$ cat src/rtl/hdc_pkg.sv
// Shared definitions for the HDC encoder front end: default window geometry,
// derived widths and the LBP encoder state type.
package hdc_pkg;

    // Default window geometry.
    localparam int DEF_NUM_CHS     = 2;
    localparam int DEF_WINDOW_SIZE = 4;
    localparam int DEF_SAMPLE_SIZE = 2;
    localparam int DEF_LBP_LEN     = 2;

    // Number of codes one channel produces from one window.
    function automatic int calc_ncode(input int window_size, input int lbp_len);
        return window_size - lbp_len;
    endfunction

    // Width of an index counting 0..n-1; never narrower than one bit.
    function automatic int calc_min1_w(input int n);
        return (n > 1) ? $clog2(n) : 1;
    endfunction

    // Width of the channel index carried alongside each code.
    function automatic int calc_ch_w(input int num_chs);
        return calc_min1_w(num_chs);
    endfunction

    // Width of the time-position index carried alongside each code.
    function automatic int calc_idx_w(input int ncode);
        return calc_min1_w(ncode);
    endfunction

    // IDLE waits for a window; RUN streams its codes out.
    typedef enum logic {
        IDLE = 1'b0,
        RUN  = 1'b1
    } lbp_state_e;

endpackage : hdc_pkg

$ cat src/rtl/lbp_code_gen.sv
// Combinational LBP code generator: LBP_LEN+1 consecutive samples of one
// channel in (index 0 = oldest), one LBP_LEN-bit code out. Bit k is set when
// the sample after position k is strictly greater, signed.
module lbp_code_gen
    import hdc_pkg::*;
#(
    parameter int SAMPLE_SIZE = DEF_SAMPLE_SIZE,
    parameter int LBP_LEN     = DEF_LBP_LEN
) (
    input  logic [LBP_LEN:0][SAMPLE_SIZE-1:0] samples_i,
    output logic [LBP_LEN-1:0]                code_o
);

    // One signed greater-than per code bit; equal neighbours give 0.
    always_comb begin
        // NOTE: every combinational output gets a default first so no path
        // leaves it unassigned, which would otherwise infer a latch.
        code_o = '0;
        for (int k = 0; k < LBP_LEN; k++) begin
            code_o[k] = ($signed(samples_i[k+1]) > $signed(samples_i[k]));
        end
    end

endmodule : lbp_code_gen

$ cat src/rtl/lbp_encoder.sv
// LBP encoder: captures a completed sliding window and streams one LBP code
// per (time position, channel) over a valid/ready handshake, time-major and
// channel-minor. Windows arriving while a stream is in progress are dropped
// and flagged on the sticky overrun output.
module lbp_encoder
    import hdc_pkg::*;
#(
    parameter int  NUM_CHS     = DEF_NUM_CHS,
    parameter int  WINDOW_SIZE = DEF_WINDOW_SIZE,
    parameter int  SAMPLE_SIZE = DEF_SAMPLE_SIZE,
    parameter int  LBP_LEN     = DEF_LBP_LEN,
    localparam int NCODE       = calc_ncode(WINDOW_SIZE, LBP_LEN),
    localparam int CH_W        = calc_ch_w(NUM_CHS),
    localparam int IDX_W       = calc_idx_w(NCODE),
    localparam int WIN_W       = WINDOW_SIZE * NUM_CHS * SAMPLE_SIZE
) (
    input  logic               clk,
    input  logic               rst,
    input  logic               win_valid,
    input  logic [WIN_W-1:0]   win_data,
    output logic               win_ready,
    output logic               code_valid,
    input  logic               code_ready,
    output logic [LBP_LEN-1:0] code_data,
    output logic [CH_W-1:0]    code_ch,
    output logic [IDX_W-1:0]   code_idx,
    output logic               code_last,
    output logic               overrun
);

    localparam logic [CH_W-1:0]  LAST_CH  = CH_W'(NUM_CHS - 1);
    localparam logic [IDX_W-1:0] LAST_IDX = IDX_W'(NCODE - 1);

    // Window buffer laid out exactly like win_data: [time][channel][bit].
    typedef logic [WINDOW_SIZE-1:0][NUM_CHS-1:0][SAMPLE_SIZE-1:0] win_buf_t;

    lbp_state_e         state_q, state_d;
    win_buf_t           buf_q, buf_d;
    logic [CH_W-1:0]    ch_q, ch_d;
    logic [IDX_W-1:0]   idx_q, idx_d;
    logic               code_valid_q, code_valid_d;
    logic [LBP_LEN-1:0] code_data_q, code_data_d;
    logic               code_last_q, code_last_d;
    logic               win_ready_q, win_ready_d;
    logic               overrun_q, overrun_d;

    // Control strobes from the sequencing logic to the code register.
    logic               load_code;
    logic               clear_code;

    // Samples feeding the code generator and its result.
    logic [LBP_LEN:0][SAMPLE_SIZE-1:0] gen_samples;
    logic [LBP_LEN-1:0]                gen_code;

    // Sequencing: capture, pointer stepping, exit to IDLE and overrun tracking.
    always_comb begin
        state_d      = state_q;
        buf_d        = buf_q;
        ch_d         = ch_q;
        idx_d        = idx_q;
        code_valid_d = code_valid_q;
        code_last_d  = code_last_q;
        win_ready_d  = win_ready_q;
        overrun_d    = overrun_q;
        load_code    = 1'b0;
        clear_code   = 1'b0;

        unique case (state_q)
            IDLE: begin
                win_ready_d = 1'b1;
                if (win_valid) begin
                    buf_d        = win_data;
                    ch_d         = '0;
                    idx_d        = '0;
                    state_d      = RUN;
                    win_ready_d  = 1'b0;
                    code_valid_d = 1'b1;
                    load_code    = 1'b1;
                end
            end

            RUN: begin
                // Any window offered while busy is lost, including on the
                // cycle of the final handshake.
                if (win_valid) begin
                    overrun_d = 1'b1;
                end
                if (code_valid_q && code_ready) begin
                    if (code_last_q) begin
                        state_d      = IDLE;
                        code_valid_d = 1'b0;
                        win_ready_d  = 1'b1;
                        ch_d         = '0;
                        idx_d        = '0;
                        code_last_d  = 1'b0;
                        clear_code   = 1'b1;
                    end else begin
                        if (ch_q == LAST_CH) begin
                            ch_d  = '0;
                            idx_d = idx_q + 1'b1;
                        end else begin
                            ch_d  = ch_q + 1'b1;
                        end
                        load_code = 1'b1;
                    end
                end
            end

            default: begin
                state_d = IDLE;
            end
        endcase

        if (load_code) begin
            code_last_d = (idx_d == LAST_IDX) && (ch_d == LAST_CH);
        end
    end

    // Select LBP_LEN+1 consecutive samples of channel ch_d starting at idx_d
    // from the window the next code will come from (the incoming one on capture).
    always_comb begin
        gen_samples = '0;
        for (int k = 0; k <= LBP_LEN; k++) begin
            for (int t = 0; t < NCODE; t++) begin
                for (int c = 0; c < NUM_CHS; c++) begin
                    if ((idx_d == IDX_W'(t)) && (ch_d == CH_W'(c))) begin
                        gen_samples[k] = buf_d[t+k][c];
                    end
                end
            end
        end
    end

    lbp_code_gen #(
        .SAMPLE_SIZE (SAMPLE_SIZE),
        .LBP_LEN     (LBP_LEN)
    ) u_code_gen (
        .samples_i (gen_samples),
        .code_o    (gen_code)
    );

    // Code register: take the newly selected code, clear on exit, else hold.
    always_comb begin
        code_data_d = code_data_q;
        if (load_code) begin
            code_data_d = gen_code;
        end else if (clear_code) begin
            code_data_d = '0;
        end
    end

    // State and output registers with synchronous reset.
    always_ff @(posedge clk) begin
        // NOTE: sequential state uses non-blocking assignments so every
        // register samples the values from before this edge.
        if (rst) begin
            state_q      <= IDLE;
            // NOTE: the window buffer is tiny and is cleared on reset so an
            // aborted window can never resurface; large memories would not be.
            buf_q        <= '0;
            ch_q         <= '0;
            idx_q        <= '0;
            code_valid_q <= 1'b0;
            code_data_q  <= '0;
            code_last_q  <= 1'b0;
            win_ready_q  <= 1'b1;
            overrun_q    <= 1'b0;
        end else begin
            state_q      <= state_d;
            buf_q        <= buf_d;
            ch_q         <= ch_d;
            idx_q        <= idx_d;
            code_valid_q <= code_valid_d;
            code_data_q  <= code_data_d;
            code_last_q  <= code_last_d;
            win_ready_q  <= win_ready_d;
            overrun_q    <= overrun_d;
        end
    end

    assign win_ready  = win_ready_q;
    assign code_valid = code_valid_q;
    assign code_data  = code_data_q;
    assign code_ch    = ch_q;
    assign code_idx   = idx_q;
    assign code_last  = code_last_q;
    assign overrun    = overrun_q;

endmodule : lbp_encoder

$ cat config.mk
export PLATFORM = sky130hd
export DESIGN_NAME = lbp_encoder
export DESIGN_NICKNAME = d
export VERILOG_FILES = /design/src/rtl/hdc_pkg.sv /design/src/rtl/lbp_code_gen.sv /design/src/rtl/lbp_encoder.sv
export SDC_FILE = /design/constraint.sdc
export NUM_CORES = 1
export LEC_CHECK = 0
export ABC_CLOCK_PERIOD_IN_PS = 7150
export CELL_PAD_IN_SITES_DETAIL_PLACEMENT = 2
export CELL_PAD_IN_SITES_GLOBAL_PLACEMENT = 2
export CORE_ASPECT_RATIO = 1.75
export CORE_MARGIN = 10
export CORE_UTILIZATION = 32
export DETAILED_ROUTE_END_ITERATION = 10
export PLACE_DENSITY = 0.9
export SYNTH_ARGS = -nofsm -noshare
export SYNTH_HDL_FRONTEND = slang
export SYNTH_SLANG_ARGS = --single-unit
$ cat constraint.sdc
create_clock -name clk -period 7.15 [get_ports clk]
set_clock_uncertainty 0.15 [all_clocks]
set_input_delay 1.43 -clock clk [delete_from_list [all_inputs] [get_ports clk]]
set_output_delay 1.43 -clock clk [all_outputs]
set_load 0.05 [all_outputs]
==> flow_summary.json, run 1 <==
{
  "post_synth.cell_area_avg_um2": 7.86,
  "total_clock_buffers_created_by_cts": 3,
  "timing.final.ws_setup_ns": 2.41,
  "synthFlopType": "dfxtp_1",
  "finalHoldViolations": 0,
  "grt_antenna_before_repair": 0,
  "rsz0062_at_grt": "false",
  "slew_headroom_pct": 33.7,
  "seq_power_share_pct": 45.2,
  "layout_stage_area_growth_over_the_synthesis_result_pct": 20.3,
  "wire_length_of_the_first_global_routing_pass_um": 8140,
  "avgViaCountPerCell": 5.56,
  "clk_pin_slew_worst_paths_ns": 0.09,
  "post_cts_buffers": 0,
  "postSynthCellCount": 197,
  "cp.arrival_ns": 4.76,
  "ant_nets": 0,
  "dp_area_um2": 1820,
  "cellPowerDensity_nw_per_um2": 185,
  "share_comb_of_total_power_pct": 30.1,
  "floorplan.core_area_um2": 4710,
  "power.internal_mw": 0.231,
  "clock-root-buffer": "clkbuf_8",
  "setup.worst_path.end_class": "register",
  "routabilityCongestion": 0.802,
  "floorplan.rows": 33,
  "fraction_of_layout_instances_using_a_drive_strength_above_1_pct": 8.37,
  "detailedRoute.firstIterationViolations": 72,
  "nets": 240,
  "first_global_vias": 1680,
  "fmax_ghz": 0.211,
  "die_width_um": 72.6,
  "detailedPlacementHpwl_um": 3630,
  "clock-sinks": 25,
  "vdd_drop_max_mv": 0.0812,
  "most-common-layout-cells": "nand2_1 (44), clkdlybuf4s50_1 (27), dfxtp_1 (25)",
  "pwr-share-clk_pct": 24.8,
  "post_drt_wl_per_cell_um": 18.6,
  "setup-violations-final": 0,
  "cts.htree.levels": 1,
  "critPathRequiredTime_ns": 7.17,
  "die-height_um": 112,
  "timing_worst_slew_pin_value_ns": 0.992,
  "cp-start-kind": "primary input",
  "max_cap_check_violation_count": 0,
  "filler_cell_count": 571,
  "yosysTopAreaCellShare_pct": 32.3,
  "multiInputGateArea_um2": 943,
  "grt_start_max_net_pins": 25,
  "crit_path_max_fanout": 10,
  "final_max_slew_viol_count": 0,
  "ys_async_sr_fraction_pct": 0,
  "status": "completed",
  "cts.hold.buffers_added": 0,
  "drt_first_pass_iters": 4,
  "post_synth_main_area_contributors": "dfxtp_1 (32%), nand2_1 (11%), a21oi_1 (7.8%)",
  "timing_worst_setup_path_type": "primary input to register",
  "seq_area_frac_synth_pct": 32.3,
  "power.leakage_nw": 0.672,
  "synth-seq-cells": 25,
  "switchingPower_mw": 0.113,
  "antennaDiodeCount": 0,
  "number_of_enable_type_register_cells_in_the_synthesized_netlist": 0,
  "synth.lib_cells_used.distinct": 47,
  "ctsResizeCount": 0,
  "netlist_area_um2": 1550,
  "cts.path.max_buffers": 2,
  "fin_setup_tns_ns": 0,
  "detailroute.via_count": 1484,
  "area.sequential_um2": 500,
  "gr-total-overflow": 0,
  "worstHoldPathType": "register to register",
  "area_of_all_placed_cells_without_fillers_um2": 1860,
  "sw_frac_of_total_pct": 32.8,
  "finalCritPeriodShare_pct": 66.3,
  "dieArea_um2": 8130,
  "layout.cells.most_common": "nand2_1",
  "i_o_buffers": 27,
  "syn-num-nets": 221,
  "post-synth-top-area-cell": "dfxtp_1",
  "grt.total_usage_pct": 12.4,
  "ioPinCount": 28,
  "synth.yosys.warnings": 0,
  "placement.setup.worst_slack_ns": 2.20,
  "detail_route.drc_violations": 0,
  "routed_wl_um": 4970,
  "hold_slack_ns": 0.310,
  "floorplan.initialDensity_pct": 32.9,
  "clock_tree_from_tritoncts": "built",
  "final_period_minus_worst_setup_slack_ns": 4.74,
  "worstSkewPairLatency_ns": 0.27
}
[critical path, cell delays in order]
cell	delay, ns
clkdlybuf4s50_1	0.69
nand4bb_1	0.31
nand2_1	0.21
a22o_1	0.29
mux2i_1	0.26
a21oi_1	0.09
o21ai_0	0.28
ha_1	0.24
inv_1	0.05
ha_1	0.29
xnor2_1	0.23
xnor2_1	0.13
a32o_1	0.25
[per-layer routing]
metal	share of wire [%]	track usage, %
met2	56	23.1
met1	36	12.0
met5	0	0
met3	2.9	2.12
met4	4.7	7.25
[kinds of logic (layout without fill, tap and decap cells)]
group | after synthesis | count (layout) | share of synthesized area (%)
AND/OR/NAND/NOR | 89 | 89 | 29.7
XOR/XNOR | 6 | 6 | 3.39
flip-flops | 25 | 25 | 32.3
adder cells (fa/ha/maj) | 4 | 4 | 3.23
buffers and inverters | 21 | 39 | 6.79
AO/OA/AOI/OAI | 44 | 44 | 19.3
multiplexers | 8 | 8 | 5.25
[cells in the mapped netlist, drive strengths merged (5+ instances only)]
master,n
dfxtp,25
nand3,9
a21oi,24
nor2,12
xnor2,6
mux2i,7
buf,10
inv,6
nand2,44
clkbuf,5
[cell type report]
type,instances,area share [%]
well taps,52,3.49
repair buffers,29,15.3
multi-input cells,151,50.6
clock buffers,3,2.22
flip-flops and latches,25,26.9
clock inverters,1,0.269
inverters,6,1.21
[final timing paths]
path | startpoint | endpoint | slack (ns) | cells past startpoint
max reg2reg | code_ch$_SDFF_PP0_ | code_data[1]$_SDFFE_PP0P_ | 3.68 | 12
max | code_ready | code_data[1]$_SDFFE_PP0P_ | 2.41 | 13
min | buf_q[1]$_SDFF_PP0_ | buf_q[1]$_SDFF_PP0_ | 0.31 | 2
min reg2reg | buf_q[1]$_SDFF_PP0_ | buf_q[1]$_SDFF_PP0_ | 0.31 | 2
[metrics by stage]
| step | util, % | std cells | power (mW) |
|---|---|---|---|
| final | 39.6 | 267 | 0.344 |
| after global routing | 39.6 | 267 | 0.367 |
| after CTS | 39.6 | 267 | 0.352 |
| after detailed placement | 38.6 | 263 | 0.259 |
| after global placement | 38.6 | 263 | 0.257 |
| after floorplan | - | 197 | 0.226 |
[sequential cells by signal (all words and copies together), names as in the netlist]
register	count
overrun	1
state_q	1
code_valid	1
code_idx	1
win_ready	1
buf_q	16
code_last	1
code_data	2
code_ch	1
[power by group through the flow]
stage | sequential [mW] | clock (mW) | combinational, mW
3_3_place_gp | 0.159 | 0 | 0.0980
2_1_floorplan | 0.167 | 0 | 0.0593
6_report | 0.155 | 0.0853 | 0.104
5_1_grt | 0.157 | 0.0958 | 0.114
4_1_cts | 0.156 | 0.0910 | 0.106
3_5_place_dp | 0.159 | 0 | 0.100
Note: power is estimated with default switching activity, not from simulation.
==> run 2, diff against run 1 <==
ABC_CLOCK_PERIOD_IN_PS = 4100   (was 7150)
CORE_UTILIZATION = 27   (was 32)
PLACE_DENSITY = 0.82   (was 0.9)
clock period = 4.1 ns   (was 7.15 ns; I/O delays follow)
==> run 2 against run 1 <==
Sequential cell count did not move. Cell area grew 4.4%. Sequential share of layout area shrank 1.1 points. First-iteration DRC count is 18% lower. Worst setup slack got worse by 2.0 ns. Sequential power is 76% higher. Via count up 1.3%. Critical path type unchanged. Largest cell class unchanged. Highest routed layer unchanged.
==> flow_summary.json, run 2 (same netlist as run 1, synthesis figures left out) <==
{
  "status": "completed",
  "grt_antenna_before_repair": 0,
  "detailedPlacementHpwl_um": 3930,
  "timing_worst_setup_path_type": "primary input to register",
  "gr-total-overflow": 0,
  "finalCritPeriodShare_pct": 89.8,
  "clock-root-buffer": "clkbuf_8",
  "first_global_vias": 1716,
  "cp-start-kind": "primary input",
  "filler_cell_count": 694,
  "cellPowerDensity_nw_per_um2": 312,
  "antennaDiodeCount": 0,
  "sw_frac_of_total_pct": 32.7,
  "power.internal_mw": 0.408,
  "slew_headroom_pct": 63.9,
  "detailedRoute.firstIterationViolations": 59,
  "area_of_all_placed_cells_without_fillers_um2": 1950,
  "most-common-layout-cells": "nand2_1 (44), clkdlybuf4s50_1 (27), dfxtp_1 (25)",
  "critPathMaxStageDelay_ns": 0.46,
  "nets": 247,
  "place_inst": 294,
  "stdcell_count": 298,
  "drt_first_pass_iters": 4,
  "layout_stage_area_growth_over_the_synthesis_result_pct": 25.6,
  "final_max_slew_viol_count": 0,
  "cts.path.max_buffers": 2,
  "setup-violations-final": 0,
  "ioPinCount": 28,
  "largest_register": "buf_q",
  "vdd_drop_max_mv": 0.0874,
  "largest_register_ffs": 16,
  "critPathRequiredTime_ns": 4.13,
  "dp_area_um2": 1900,
  "cts.htree.levels": 1,
  "fin_setup_tns_ns": 0,
  "worstPathCellList": "clkdlybuf4s50_1 > buf_4 > and4b_1 > a311oi_2 > nand2_1 > nand2_1 > o21a_1 > ha_1 > inv_1 > ha_1 > xnor2_1 > xnor2_1 > a32o_1",
  "fmax_ghz": 0.272,
  "dieArea_um2": 9290,
  "switchingPower_mw": 0.199,
  "hold_slack_ns": 0.320,
  "ant_nets": 0,
  "cpMaxStageDelayCell": "clkdlybuf4s50_1",
  "seq_power_share_pct": 45.0,
  "worstSkewPairLatency_ns": 0.27,
  "clk_pin_slew_worst_paths_ns": 0.09,
  "ctsResizeCount": 0,
  "post_cts_buffers": 0,
  "avgViaCountPerCell": 5.04,
  "grt_start_max_net_pins": 17,
  "die-height_um": 120,
  "layout.cells.most_common": "nand2_1",
  "finalHoldViolations": 0,
  "timing_worst_slew_pin_value_ns": 0.541,
  "cts.hold.buffers_added": 0,
  "floorplan.initialDensity_pct": 27.7,
  "routabilityCongestion": 0.791,
  "max_cap_check_violation_count": 0,
  "worstHoldPathType": "register to register",
  "final_period_minus_worst_setup_slack_ns": 3.68,
  "clock_tree_from_tritoncts": "built",
  "grt.total_usage_pct": 11.0,
  "floorplan.core_area_um2": 5590,
  "wire_length_of_the_first_global_routing_pass_um": 8370,
  "detailroute.via_count": 1503,
  "post_drt_wl_per_cell_um": 16.6,
  "share_comb_of_total_power_pct": 29.6,
  "cp.arrival_ns": 3.71,
  "crit_path_max_fanout": 11,
  "clock-sinks": 25,
  "power.leakage_nw": 0.705,
  "setup.worst_path.end_class": "register",
  "fraction_of_layout_instances_using_a_drive_strength_above_1_pct": 11.3,
  "i_o_buffers": 27,
  "total_clock_buffers_created_by_cts": 3,
  "rsz0062_at_grt": "false",
  "power_mw": 0.607,
  "routed_wl_um": 4940,
  "pwr-share-clk_pct": 25.4,
  "detail_route.drc_violations": 0,
  "die_width_um": 77.3,
  "floorplan.rows": 36
}
-- run 2: changes by cell type in the layout (fill, tap and decap cells not counted), sizes merged --
cell / previous run / this run
buf: 2 / 9
-- run 2: path summary, 6_finish.rpt --
path | cells after the start | from | slack (ns) | to
setup / recovery | 13 | code_ready | 0.42 | code_data[1]$_SDFFE_PP0P_
hold / removal | 2 | buf_q[4]$_SDFF_PP0_ | 0.32 | buf_q[4]$_SDFF_PP0_
setup reg to reg | 12 | code_ch$_SDFF_PP0_ | 0.74 | code_data[1]$_SDFFE_PP0P_
hold reg to reg | 2 | buf_q[4]$_SDFF_PP0_ | 0.32 | buf_q[4]$_SDFF_PP0_
-- run 2: power groups by stage --
| stage | Sequential [mW] | Combinational, mW | Clock (mW) |
|---|---|---|---|
| after floorplan | 0.291 | 0.103 | 0 |
| after global placement | 0.278 | 0.174 | 0 |
| after detailed placement | 0.279 | 0.182 | 0 |
| after CTS | 0.273 | 0.184 | 0.164 |
| after global routing | 0.276 | 0.200 | 0.172 |
| final | 0.273 | 0.180 | 0.154 |
-- run 2: cell type report --
class	instances	area [um2]	share of cell area [%]
Tap cell	76	95.1	4.89
Timing Repair Buffer	36	338	17.4
Multi-Input combinational cell	151	943	48.5
Sequential cell	25	500	25.7
Clock buffer	3	41.3	2.12
Clock inverter	1	5.00	0.257
Inverter	6	22.5	1.16
-- run 2: layer usage --
| layer | GRT usage, % | vias up | routed length [um] |
|---|---|---|---|
| met5 | 0 | - | 0 |
| met4 | 4.36 | 0 | 81 |
| met3 | 1.41 | 4 | 124 |
| met2 | 23.1 | 22 | 2950 |
| met1 | 10.0 | 743 | 1780 |
| li1 | - | 734 | - |
-- run 2: stage by stage --
stage,worst slack (ns),utilization [%]
4_1_cts,0.383,34.8
6_report,0.419,34.8
3_3_place_gp,0.225,34.0
5_1_grt,0.242,34.8
2_1_floorplan,0.808,-
3_5_place_dp,0.128,34.0
-- run 2: critical path: cells and delay by family --
kind            cells  cell delay, ns
buf+inv             3            0.71
compound gates      3            0.70
simple gates        3            0.66
fa+ha+maj           2            0.51
xor+xnor            2            0.29
==> run 3, diff against run 2 <==
ABC_AREA = 1   (was unset)
CAP_MARGIN = 5   (was unset)
CORE_UTILIZATION = 25   (was 27)
PLACE_DENSITY = 0.81   (was 0.82)
==> run 3 against run 2 <==
Maximum frequency increased by 2.0%. Final cell count increased by 6.4%. Worst hold slack got worse by 0.0023 ns. Critical path type unchanged. Largest cell class unchanged. Largest power group unchanged. Highest routed layer unchanged.
==> flow_summary.json, run 3 <==
{
  "timing_worst_setup_path_type": "primary input to register",
  "synth-seq-cells": 25,
  "timing.final.ws_setup_ns": 0.490,
  "fin_setup_tns_ns": 0,
  "setup-violations-final": 0,
  "synthFlopType": "dfxtp_1",
  "total_clock_buffers_created_by_cts": 3,
  "fraction_of_layout_instances_using_a_drive_strength_above_1_pct": 9.54,
  "cts.hold.buffers_added": 0,
  "finalHoldViolations": 0,
  "cp-start-kind": "primary input",
  "post_synth_main_area_contributors": "dfxtp_1 (34%), nand2_1 (14%), inv_1 (8.2%)",
  "power.leakage_nw": 0.869,
  "ant_nets": 0,
  "grt_antenna_before_repair": 0,
  "number_of_enable_type_register_cells_in_the_synthesized_netlist": 0,
  "slew_headroom_pct": 65.3,
  "critPathRequiredTime_ns": 4.17,
  "stdcell_count": 317,
  "avgViaCountPerCell": 4.57,
  "ctsResizeCount": 0,
  "post_cts_buffers": 0,
  "post-synth-top-area-cell": "dfxtp_1",
  "largest_register": "buf_q",
  "detail_route.drc_violations": 0,
  "gr-total-overflow": 0,
  "die_width_um": 77.7,
  "power.internal_mw": 0.409,
  "first_global_vias": 1665,
  "synth_common_cells": "nand2_1 (53), inv_1 (32), nor2_1 (26)",
  "cp.arrival_ns": 3.68,
  "post_drt_wl_per_cell_um": 14.3,
  "postSynthCellCount": 212,
  "yosysTopAreaCellShare_pct": 34.4,
  "ys_async_sr_fraction_pct": 0,
  "post_synth.cell_area_avg_um2": 6.87,
  "seq_power_share_pct": 42.6,
  "sw_frac_of_total_pct": 34.8,
  "grt_start_max_net_pins": 27,
  "worstSkewPairLatency_ns": 0.28,
  "fmax_ghz": 0.277,
  "setup.worst_path.end_class": "register",
  "ioPinCount": 28,
  "max_cap_check_violation_count": 0,
  "timing_worst_slew_pin_value_ns": 0.515,
  "drt_first_pass_iters": 4,
  "layout_stage_area_growth_over_the_synthesis_result_pct": 27.0,
  "cp_common_cell": "nand2_1",
  "clock-sinks": 25,
  "detailroute.via_count": 1450,
  "synth.lib_cells_used.distinct": 31,
  "dieArea_um2": 9400,
  "critPathMaxStageDelay_ns": 0.55,
  "cts.htree.levels": 1,
  "grt.total_usage_pct": 10.1,
  "floorplan.core_area_um2": 5630,
  "seq_area_frac_synth_pct": 34.4,
  "share_comb_of_total_power_pct": 32.5,
  "rsz0062_at_grt": "false",
  "routabilityCongestion": 0.785,
  "worstHoldPathType": "register to register",
  "status": "completed",
  "crit_path_max_fanout": 12,
  "floorplan.initialDensity_pct": 25.9,
  "final_max_slew_viol_count": 0,
  "routed_wl_um": 4540,
  "cpMaxStageDelayCell": "clkdlybuf4s50_1",
  "syn-num-nets": 236,
  "i_o_buffers": 27,
  "vdd_drop_max_mv": 0.105,
  "clk_pin_slew_worst_paths_ns": 0.10,
  "detailedRoute.firstIterationViolations": 83,
  "netlist_area_um2": 1460,
  "pwr-share-clk_pct": 24.9,
  "finalCritPeriodShare_pct": 88.1,
  "cts.path.max_buffers": 2,
  "synth.yosys.warnings": 0,
  "die-height_um": 121,
  "synth_most_common_cell": "nand2_1",
  "clock-root-buffer": "clkbuf_8",
  "final_period_minus_worst_setup_slack_ns": 3.61,
  "detailedPlacementHpwl_um": 3680,
  "place_inst": 313,
  "placement.setup.worst_slack_ns": 0.179,
  "layout.cells.most_common": "nand2_1",
  "antennaDiodeCount": 0,
  "cellPowerDensity_nw_per_um2": 339,
  "nets": 266,
  "largest_register_ffs": 16,
  "regToRegSetupSlack_ns": 1.13,
  "most-common-layout-cells": "nand2_1 (53), inv_1 (32), clkdlybuf4s50_1 (27)",
  "floorplan.rows": 36,
  "wire_length_of_the_first_global_routing_pass_um": 7700,
  "worstPathCellList": "clkdlybuf4s50_1 > nand2_2 > nand2_1 > nand2_1 > nand3_2 > nand2_2 > nor2_1 > inv_1 > o21ai_0 > nand2_1 > o21ai_0 > ha_1 > inv_1 > ha_1 > xor2_1 > nand3_1 > nand2_1 > nand2_1 > a21oi_2",
  "switchingPower_mw": 0.218,
  "clock_tree_from_tritoncts": "built"
}
==> run 3: final timing paths <==
| kind | from | endpoint | cells past startpoint |
|---|---|---|---|
| hold / removal | win_ready$_SDFFE_PP1P_ | win_ready$_SDFFE_PP1P_ | 2 |
| setup reg to reg | code_valid$_SDFFE_PP0P_ | code_data[0]$_SDFFE_PP0P_ | 18 |
| setup / recovery | code_ready | code_data[0]$_SDFFE_PP0P_ | 19 |
| hold reg to reg | win_ready$_SDFFE_PP1P_ | win_ready$_SDFFE_PP1P_ | 2 |
==> run 3: per-layer routing <==
layer | part of all wire, % | global-route usage, %
met2 | 60 | 20.9
met4 | 2.7 | 5.05
met5 | 0 | 0
met3 | 2.4 | 1.26
met1 | 35 | 8.85
==> run 3: worst max-delay path, delay by kind of cell <==
family | cells | cell delay [ns]
AND/OR/NAND/NOR | 10 | 1.07
buffers and inverters | 3 | 0.72
adder cells (fa/ha/maj) | 2 | 0.51
AO/OA/AOI/OAI | 3 | 0.34
XOR/XNOR | 1 | 0.20
==> run 3: power groups by stage <==
stage	combinational [mW]	sequential, mW	clock (mW)
floorplan	0.120	0.291	0
global placement	0.198	0.273	0
detailed placement	0.208	0.274	0
CTS	0.210	0.268	0.162
global route	0.233	0.270	0.173
finish	0.204	0.268	0.156
==> run 3: cell type report <==
cell class                 instances  area [um2]
multi-input combinational        148         785
fill                             695        3780
timing repair buffer              30         293
inverter                          34         128
clock buffer                       3        41.3
clock inverter                     1        7.51
sequential                        25         500
tap                               76        95.1
==> run 3: cell families after synthesis <==
logic type,after synthesis,synth area share (%)
xor gates and xnor gates,2,1.20
buffers and inverters,39,11.8
DFF,25,34.4
adders and majority gates,4,3.44
and+or+nand+nor,106,31.9
AOI/OAI and AO/OA,28,11.9
muxes,8,5.50
==> run 3: metrics by stage <==
step / power (mW) / cell area, um2 / utilization, % / hold WS [ns]
3_5_place_dp: 0.481 / 1800 / 32.0 / 0.306
3_3_place_gp: 0.471 / 1800 / 32.0 / 0.288
2_1_floorplan: 0.412 / 1460 / - / 0.303
5_1_grt: 0.676 / 1850 / 32.8 / 0.367
4_1_cts: 0.640 / 1850 / 32.8 / 0.322
6_report: 0.628 / 1850 / 32.8 / 0.318
